[config.mk]
export PLATFORM = sky130hd
export DESIGN_NAME = mtx_slot_sched
export DESIGN_NICKNAME = d
export VERILOG_FILES = /design/src/rtl/mtx_pkg.sv /design/src/rtl/mtx_sync_edge.sv /design/src/rtl/mtx_slot_sched.sv
export SDC_FILE = /design/constraint.sdc
export NUM_CORES = 1
export LEC_CHECK = 0
export BUFFER_PORTS_ARGS = -buffer_cell sky130_fd_sc_hd__buf_2
export CAP_MARGIN = 25
export CORE_ASPECT_RATIO = 0.5
export CORE_MARGIN = 2
export CORE_UTILIZATION = 57
export CTS_CLUSTER_SIZE = 16
export DETAILED_ROUTE_END_ITERATION = 16
export PLACE_DENSITY = 0.82
export SLEW_MARGIN = 20
export SYNTH_ARGS = -nofsm -noshare
export SYNTH_HDL_FRONTEND = slang
export SYNTH_SLANG_ARGS = --single-unit
[constraint.sdc]
create_clock -name clk -period 3.6 [get_ports clk]
set_input_delay 0.36 -clock clk [delete_from_list [all_inputs] [get_ports clk]]
set_output_delay 0.36 -clock clk [all_outputs]
set_load 0.02 [all_outputs]
[src/rtl/mtx_pkg.sv]
// Shared encodings for the multi-transmitter slot scheduler: FSM states, settings-bus
// offsets, CTRL bit positions and reset-time window lengths.
package mtx_pkg;

  typedef enum logic [2:0] {
    StIdle  = 3'd0,
    StArm   = 3'd1,
    StPrmb  = 3'd2,
    StGuard = 3'd3,
    StTx    = 3'd4
  } sched_state_e;

  localparam logic [7:0] SrCtrl     = 8'd0;
  localparam logic [7:0] SrPrmbLen  = 8'd1;
  localparam logic [7:0] SrGuardLen = 8'd2;
  localparam logic [7:0] SrSlotMask = 8'd3;

  localparam int unsigned CtrlEnable  = 0;
  localparam int unsigned CtrlCont    = 1;
  localparam int unsigned CtrlClrMiss = 2;

  // 2046 preamble bits at 128x oversampling
  localparam int unsigned DefPrmbLen  = 261888;
  localparam int unsigned DefGuardLen = 32768;

endpackage

[src/rtl/mtx_sync_edge.sv]
// Two-flop synchronizer for one asynchronous input bit, followed by a rising-edge detector.
module mtx_sync_edge (
  input  logic clk,
  input  logic reset,
  input  logic din,
  output logic rise
);

  logic s1_q, s2_q, s3_q;

  always_ff @(posedge clk or posedge reset) begin
    if (reset) begin
      s1_q <= 1'b0;
      s2_q <= 1'b0;
      s3_q <= 1'b0;
    end else begin
      s1_q <= din;
      s2_q <= s1_q;
      s3_q <= s2_q;
    end
  end

  assign rise = s2_q & ~s3_q;

endmodule

[src/rtl/mtx_slot_sched.sv]
// Frame scheduler: on a front-panel sync edge, walks the enabled slots through
// preamble, guard and signal windows, gating the TX chain accordingly.
module mtx_slot_sched
  import mtx_pkg::*;
#(
  parameter logic [7:0]  SR_BASE        = 8'd0,
  parameter int unsigned NSLOT          = 4,
  parameter int unsigned LEN_WIDTH      = 20,
  parameter int unsigned DEF_PRMB_LEN   = DefPrmbLen,
  parameter int unsigned DEF_GUARD_LEN  = DefGuardLen,
  parameter int unsigned SYNC_BIT       = 0,
  parameter int unsigned GPIO_REG_WIDTH = 12,
  localparam int unsigned SW            = $clog2(NSLOT)
) (
  input  logic                      clk,
  input  logic                      reset,
  input  logic                      set_stb,
  input  logic [7:0]                set_addr,
  input  logic [31:0]               set_data,
  input  logic [GPIO_REG_WIDTH-1:0] fp_gpio_in,
  input  logic                      gen_done,
  output logic                      gen_srst,
  output logic                      prmb_sel,
  output logic                      prmb_start,
  output logic                      tx_valid,
  output logic [SW-1:0]             slot_idx,
  output logic [2:0]                sched_state,
  output logic [15:0]               frame_cnt,
  output logic                      sync_miss
);

  sched_state_e         state_q;
  logic [LEN_WIDTH-1:0] cnt_q;
  logic [LEN_WIDTH-1:0] prmb_len_q, guard_len_q;
  logic [NSLOT-1:0]     mask_q;
  logic [SW-1:0]        slot_q;
  logic [15:0]          frame_q;
  logic                 enable_q, cont_q, miss_q, start_q;

  logic                 sync_rise;
  logic [NSLOT-1:0]     above_mask;
  logic [SW-1:0]        first_slot, next_slot;
  logic                 has_next;
  logic [LEN_WIDTH-1:0] wr_len;
  logic                 wr_ctrl, wr_prmb, wr_guard, wr_mask, clr_miss;
  logic                 unused_inputs;

  mtx_sync_edge u_sync (
    .clk   (clk),
    .reset (reset),
    .din   (fp_gpio_in[SYNC_BIT]),
    .rise  (sync_rise)
  );

  function automatic logic [SW-1:0] lowest_set(input logic [NSLOT-1:0] m);
    lowest_set = '0;
    for (int i = NSLOT - 1; i >= 0; i--) begin
      if (m[i]) lowest_set = SW'(i);
    end
  endfunction

  always_comb begin
    above_mask = '0;
    for (int i = 0; i < NSLOT; i++) begin
      above_mask[i] = mask_q[i] && (i > int'(slot_q));
    end
  end

  assign first_slot = lowest_set(mask_q);
  assign next_slot  = lowest_set(above_mask);
  assign has_next   = |above_mask;

  assign wr_ctrl  = set_stb && (set_addr == SR_BASE + SrCtrl);
  assign wr_prmb  = set_stb && (set_addr == SR_BASE + SrPrmbLen);
  assign wr_guard = set_stb && (set_addr == SR_BASE + SrGuardLen);
  assign wr_mask  = set_stb && (set_addr == SR_BASE + SrSlotMask);
  assign clr_miss = wr_ctrl && set_data[CtrlClrMiss];
  // Zero-length windows would underflow the down-counter; clamp to one cycle.
  assign wr_len   = (set_data[LEN_WIDTH-1:0] == '0) ? LEN_WIDTH'(1) : set_data[LEN_WIDTH-1:0];

  assign unused_inputs = ^{set_data, fp_gpio_in};

  always_ff @(posedge clk or posedge reset) begin
    if (reset) begin
      state_q     <= StIdle;
      cnt_q       <= '0;
      prmb_len_q  <= LEN_WIDTH'(DEF_PRMB_LEN);
      guard_len_q <= LEN_WIDTH'(DEF_GUARD_LEN);
      mask_q      <= '1;
      slot_q      <= '0;
      frame_q     <= '0;
      enable_q    <= 1'b0;
      cont_q      <= 1'b0;
      miss_q      <= 1'b0;
      start_q     <= 1'b0;
    end else begin
      start_q <= 1'b0;
      if (wr_ctrl) begin
        enable_q <= set_data[CtrlEnable];
        cont_q   <= set_data[CtrlCont];
      end
      if (wr_prmb)  prmb_len_q  <= wr_len;
      if (wr_guard) guard_len_q <= wr_len;
      if (wr_mask)  mask_q      <= set_data[NSLOT-1:0];

      // Set is evaluated last so a coincident sync edge beats the clear.
      if (clr_miss) miss_q <= 1'b0;
      if (sync_rise && (state_q != StArm)) miss_q <= 1'b1;

      if (!enable_q) begin
        state_q <= StIdle;
      end else begin
        unique case (state_q)
          StIdle: state_q <= StArm;
          StArm: begin
            if (sync_rise && (|mask_q)) begin
              slot_q  <= first_slot;
              state_q <= StPrmb;
              cnt_q   <= prmb_len_q - LEN_WIDTH'(1);
              start_q <= 1'b1;
            end
          end
          StPrmb: begin
            if (cnt_q == '0) begin
              state_q <= StGuard;
              cnt_q   <= guard_len_q - LEN_WIDTH'(1);
            end else begin
              cnt_q <= cnt_q - LEN_WIDTH'(1);
            end
          end
          StGuard: begin
            if (cnt_q == '0) state_q <= StTx;
            else             cnt_q   <= cnt_q - LEN_WIDTH'(1);
          end
          StTx: begin
            if (gen_done) begin
              if (has_next) begin
                slot_q  <= next_slot;
                state_q <= StPrmb;
                cnt_q   <= prmb_len_q - LEN_WIDTH'(1);
                start_q <= 1'b1;
              end else begin
                frame_q <= frame_q + 16'd1;
                state_q <= cont_q ? StArm : StIdle;
              end
            end
          end
          default: state_q <= StIdle;
        endcase
      end
    end
  end

  assign gen_srst    = (state_q != StTx);
  assign prmb_sel    = (state_q == StPrmb);
  assign tx_valid    = (state_q == StPrmb) || (state_q == StTx);
  assign prmb_start  = start_q;
  assign slot_idx    = slot_q;
  assign sched_state = state_q;
  assign frame_cnt   = frame_q;
  assign sync_miss   = miss_q;

endmodule

==> flow_metrics.env <==
export IMPL_status="complete, no violations"
export IMPL_drc_errors=0
export IMPL_gp_congestion=0.997
export IMPL_seq_power_share_pct=38.4
export IMPL_critPathCaptureType="flip-flop"
export IMPL_ys_ff_latch=92
export IMPL_fp_dieH_microns=72.6
export IMPL_power_per_cell_area_nw_per_um2=606
export IMPL_critPathBufInv=1
export IMPL_ys_warn_count=0
export IMPL_initial_utilization_pct=60.1
export IMPL_postCtsHoldBufs=0
export IMPL_slew_violations=0
export IMPL_syn_to_final_growth_pct=13.7
export IMPL_nets=665
export IMPL_syn_area_sq_um=5360
export IMPL_tightest_slew_ps=880
export IMPL_cts_sinks=92
export IMPL_critPathSlowestCell="or4_1"
export IMPL_clk_pin_slew_ps=70
export IMPL_ys_types=62
export IMPL_startpoint_type="flip-flop"
export IMPL_register_area_sq_um=2320
export IMPL_synthCells=548
export IMPL_power_share_clock_pct=26.6
export IMPL_rows=24
export IMPL_ys_async_sr_fraction_pct=100
export IMPL_cts_made_buffers=9
export IMPL_port_buffers=58
export IMPL_dp_hpwl_microns=10000
export IMPL_worstReg2RegStart="cnt_q[0]"
export IMPL_multiInputGateArea_sq_um=2890
export IMPL_antenna_found_initial=0
export IMPL_max_freq_ghz=0.360
export IMPL_rsz0062_at_grt="false"
export IMPL_vias_per_cell=6.38
export IMPL_yosysSeqAreaShare_pct=43.3
export IMPL_hold_path_class="in -> reg"
export IMPL_ys_flop_type="dfrtp_1"
export IMPL_wl_microns=14100
export IMPL_p_sw_w=0.00140
export IMPL_place_inst=710
export IMPL_cts_buffer_depth=2
export IMPL_leakagePower_nw=2.74
export IMPL_crit_chain="inv_1 > ha_1 > nor4b_1 > nand3_1 > or4_1 > o21ai_0 > a211oi_1 > o32a_1"
export IMPL_post_synth_top_area_cell="dfrtp_1"
export IMPL_gr_total_overflow=0
export IMPL_clk_latency_ps=340
export IMPL_yosysTopAreaCellShare_pct=36.0
export IMPL_cts_tree="built"
export IMPL_cts_root_buf="clkbuf_16"
export IMPL_wl_per_cell_microns=19.4
export IMPL_ios=82
export IMPL_slew_headroom_pct=41.3
export IMPL_max_cap_violations=0
export IMPL_coreArea_sq_um=8920
export IMPL_slowest_delay_ps=490
export IMPL_required_ps=3820
export IMPL_htreeDepth=3
export IMPL_ant_nets=0
export IMPL_first_pass_iters=5
export IMPL_utilization_pct=68.3
export IMPL_rr_worst_depth=8
export IMPL_placed_cell_area_sq_um=5780
export IMPL_die_area_sq_um=10200
export IMPL_cp_top_family="simple AND/OR/NAND/NOR gates"
export IMPL_final_layout_size_suffix_gt1_share_pct=26.3
export IMPL_fin_crit_ps=2770
export IMPL_instances_no_fill=726
export IMPL_rr_endpoint="cnt_q[16]"
export IMPL_synth_net_count=609
export IMPL_hp_start="fp_gpio_in[0]"
export IMPL_grtUsageTotal_pct=29.0
export IMPL_drt_iter0_markers=609
export IMPL_p_int_w=0.00229
export IMPL_nFillCells=645
export IMPL_postCtsSetupRepairBufs=0
export IMPL_synth_edff_count=0
export IMPL_diodes=0
export IMPL_ys_top_cells_by_area="dfrtp_1, mux2_2, dfstp_2"
export IMPL_ir_drop_mv=0.271
export IMPL_crit_type="reg -> reg"
export IMPL_setup_viol=0
export IMPL_p_sw_share_pct=37.9
export IMPL_grt_pass1_vias=4287
export IMPL_min_period_over_period_pct=77.1
export IMPL_combPwrFrac_pct=35.0
export IMPL_crit_arrival_ps=3000
export IMPL_finalInstanceArea_sq_um=6090
export IMPL_whs_endpoint="u_sync.s1_q"
export IMPL_finalHoldViolations=0
export IMPL_crit_path_max_fanout=7
export IMPL_grt_pass1_wl_microns=22800
export IMPL_grt_max_degree=52
export IMPL_syn_area_per_cell_sq_um=9.78
export IMPL_die_x_microns=141
export IMPL_vias=4629
export IMPL_setup_tns_ps=0
export IMPL_cts_repair_resized=0
export IMPL_fin_skew_ps=6.08
export IMPL_r2r_slack_ps=830
export IMPL_hold_depth=1
## cell usage in the layout (no fill, tap or decap), drive strengths merged, types with 15 or more instances in the layout
master and count:
o21ai 27, xnor2 35, mux2 44, dfstp 15
nor3 24, buf 68, dfrtp 77, xor2 20
nor2 51, inv 16, nand3 22, nand2 39
a21oi 18, nor4 18
## sequential cells by signal, indices dropped and copies added (netlist names)
| register | count |
|---|---|
| cnt_q | 20 |
| guard_len_q | 20 |
| prmb_len_q | 20 |
| frame_cnt | 16 |
| mask_q | 4 |
| sched_state | 3 |
| slot_idx | 2 |
| cont_q | 1 |
| enable_q | 1 |
| prmb_start | 1 |
| sync_miss | 1 |
| u_sync.s1_q | 1 |
| u_sync.s2_q | 1 |
| u_sync.s3_q | 1 |
## routing by layer
layer  vias to the layer above  share of wire [%]  global-route usage [%]
li1                       2120                  -                       -
met1                      2219                 44                    41.3
met2                       259                 44                    44.4
met3                        31                 10                    8.32
met4                         0                1.7                    6.67
met5                         -                  0                       0
## cell type report
cell class              instances  area share (%)
clock buffers                  12            4.21
clock inverters                 4           0.904
inverters                      15           0.945
multi-input cells             418            47.4
flip-flops and latches         92            38.1
well taps                     117            2.40
repair buffers                 68            6.00
## logic make-up after synthesis
kind of cell / share of synthesized area [%]
xor+xnor: 8.99
buf+inv: 2.78
compound gates: 11.9
flops: 43.3
simple gates: 22.2
fa+ha+maj: 1.17
mux: 9.62
## Yosys cell counts, drive strengths merged, types with 6 or more instances
| master | n |
|---|---|
| a21oi | 18 |
| a31oi | 9 |
| buf | 6 |
| clkbuf | 17 |
| dfrtp | 77 |
| dfstp | 15 |
| inv | 15 |
| mux2 | 44 |
| nand2 | 39 |
| nand2b | 6 |
| nand3 | 22 |
| nand4 | 7 |
| nor2 | 51 |
| nor3 | 24 |
| nor4 | 18 |
| o211ai | 9 |
| o21ai | 27 |
| or3 | 7 |
| or4 | 10 |
| xnor2 | 35 |
| xor2 | 20 |
## how the worst max path moves through the flow
stage | slack [ps] | depth (start not counted) | start | end
4_1_cts | 860 | 7 | cnt_q[4] | cnt_q[12]
3_5_place_dp | 880 | 7 | cnt_q[4] | cnt_q[12]
5_1_grt | 630 | 8 | cnt_q[0] | cnt_q[16]
2_1_floorplan | 870 | 1 | reset | cnt_q[0]
6_report | 830 | 8 | cnt_q[0] | cnt_q[16]
3_3_place_gp | 930 | 7 | cnt_q[4] | cnt_q[12]
## metrics by stage
step                      power (W)  hold slack [ps]  setup WS, ps
after floorplan             0.00234              331           873
after global placement      0.00263              333           926
after detailed placement    0.00268              342           881
after CTS                   0.00367              121           864
after global routing        0.00389              122           633
final                       0.00369              126           825
## worst register-to-register path: stages (launching register included)
cell	delay [ps]
dfrtp_1	430
inv_1	110
ha_1	280
nor4b_1	440
nand3_1	340
or4_1	490
o21ai_0	140
a211oi_1	90
o32a_1	350
## power by group through the flow
| stage | Sequential, W | Clock (W) | Combinational, W |
|---|---|---|---|
| 2_1_floorplan | 0.00137 | 0 | 0.000969 |
| 3_3_place_gp | 0.00141 | 0 | 0.00122 |
| 3_5_place_dp | 0.00142 | 0 | 0.00126 |
| 4_1_cts | 0.00141 | 0.000992 | 0.00127 |
| 5_1_grt | 0.00144 | 0.00104 | 0.00141 |
| 6_report | 0.00142 | 0.000983 | 0.00129 |
Power figures use the tool's default switching activity.
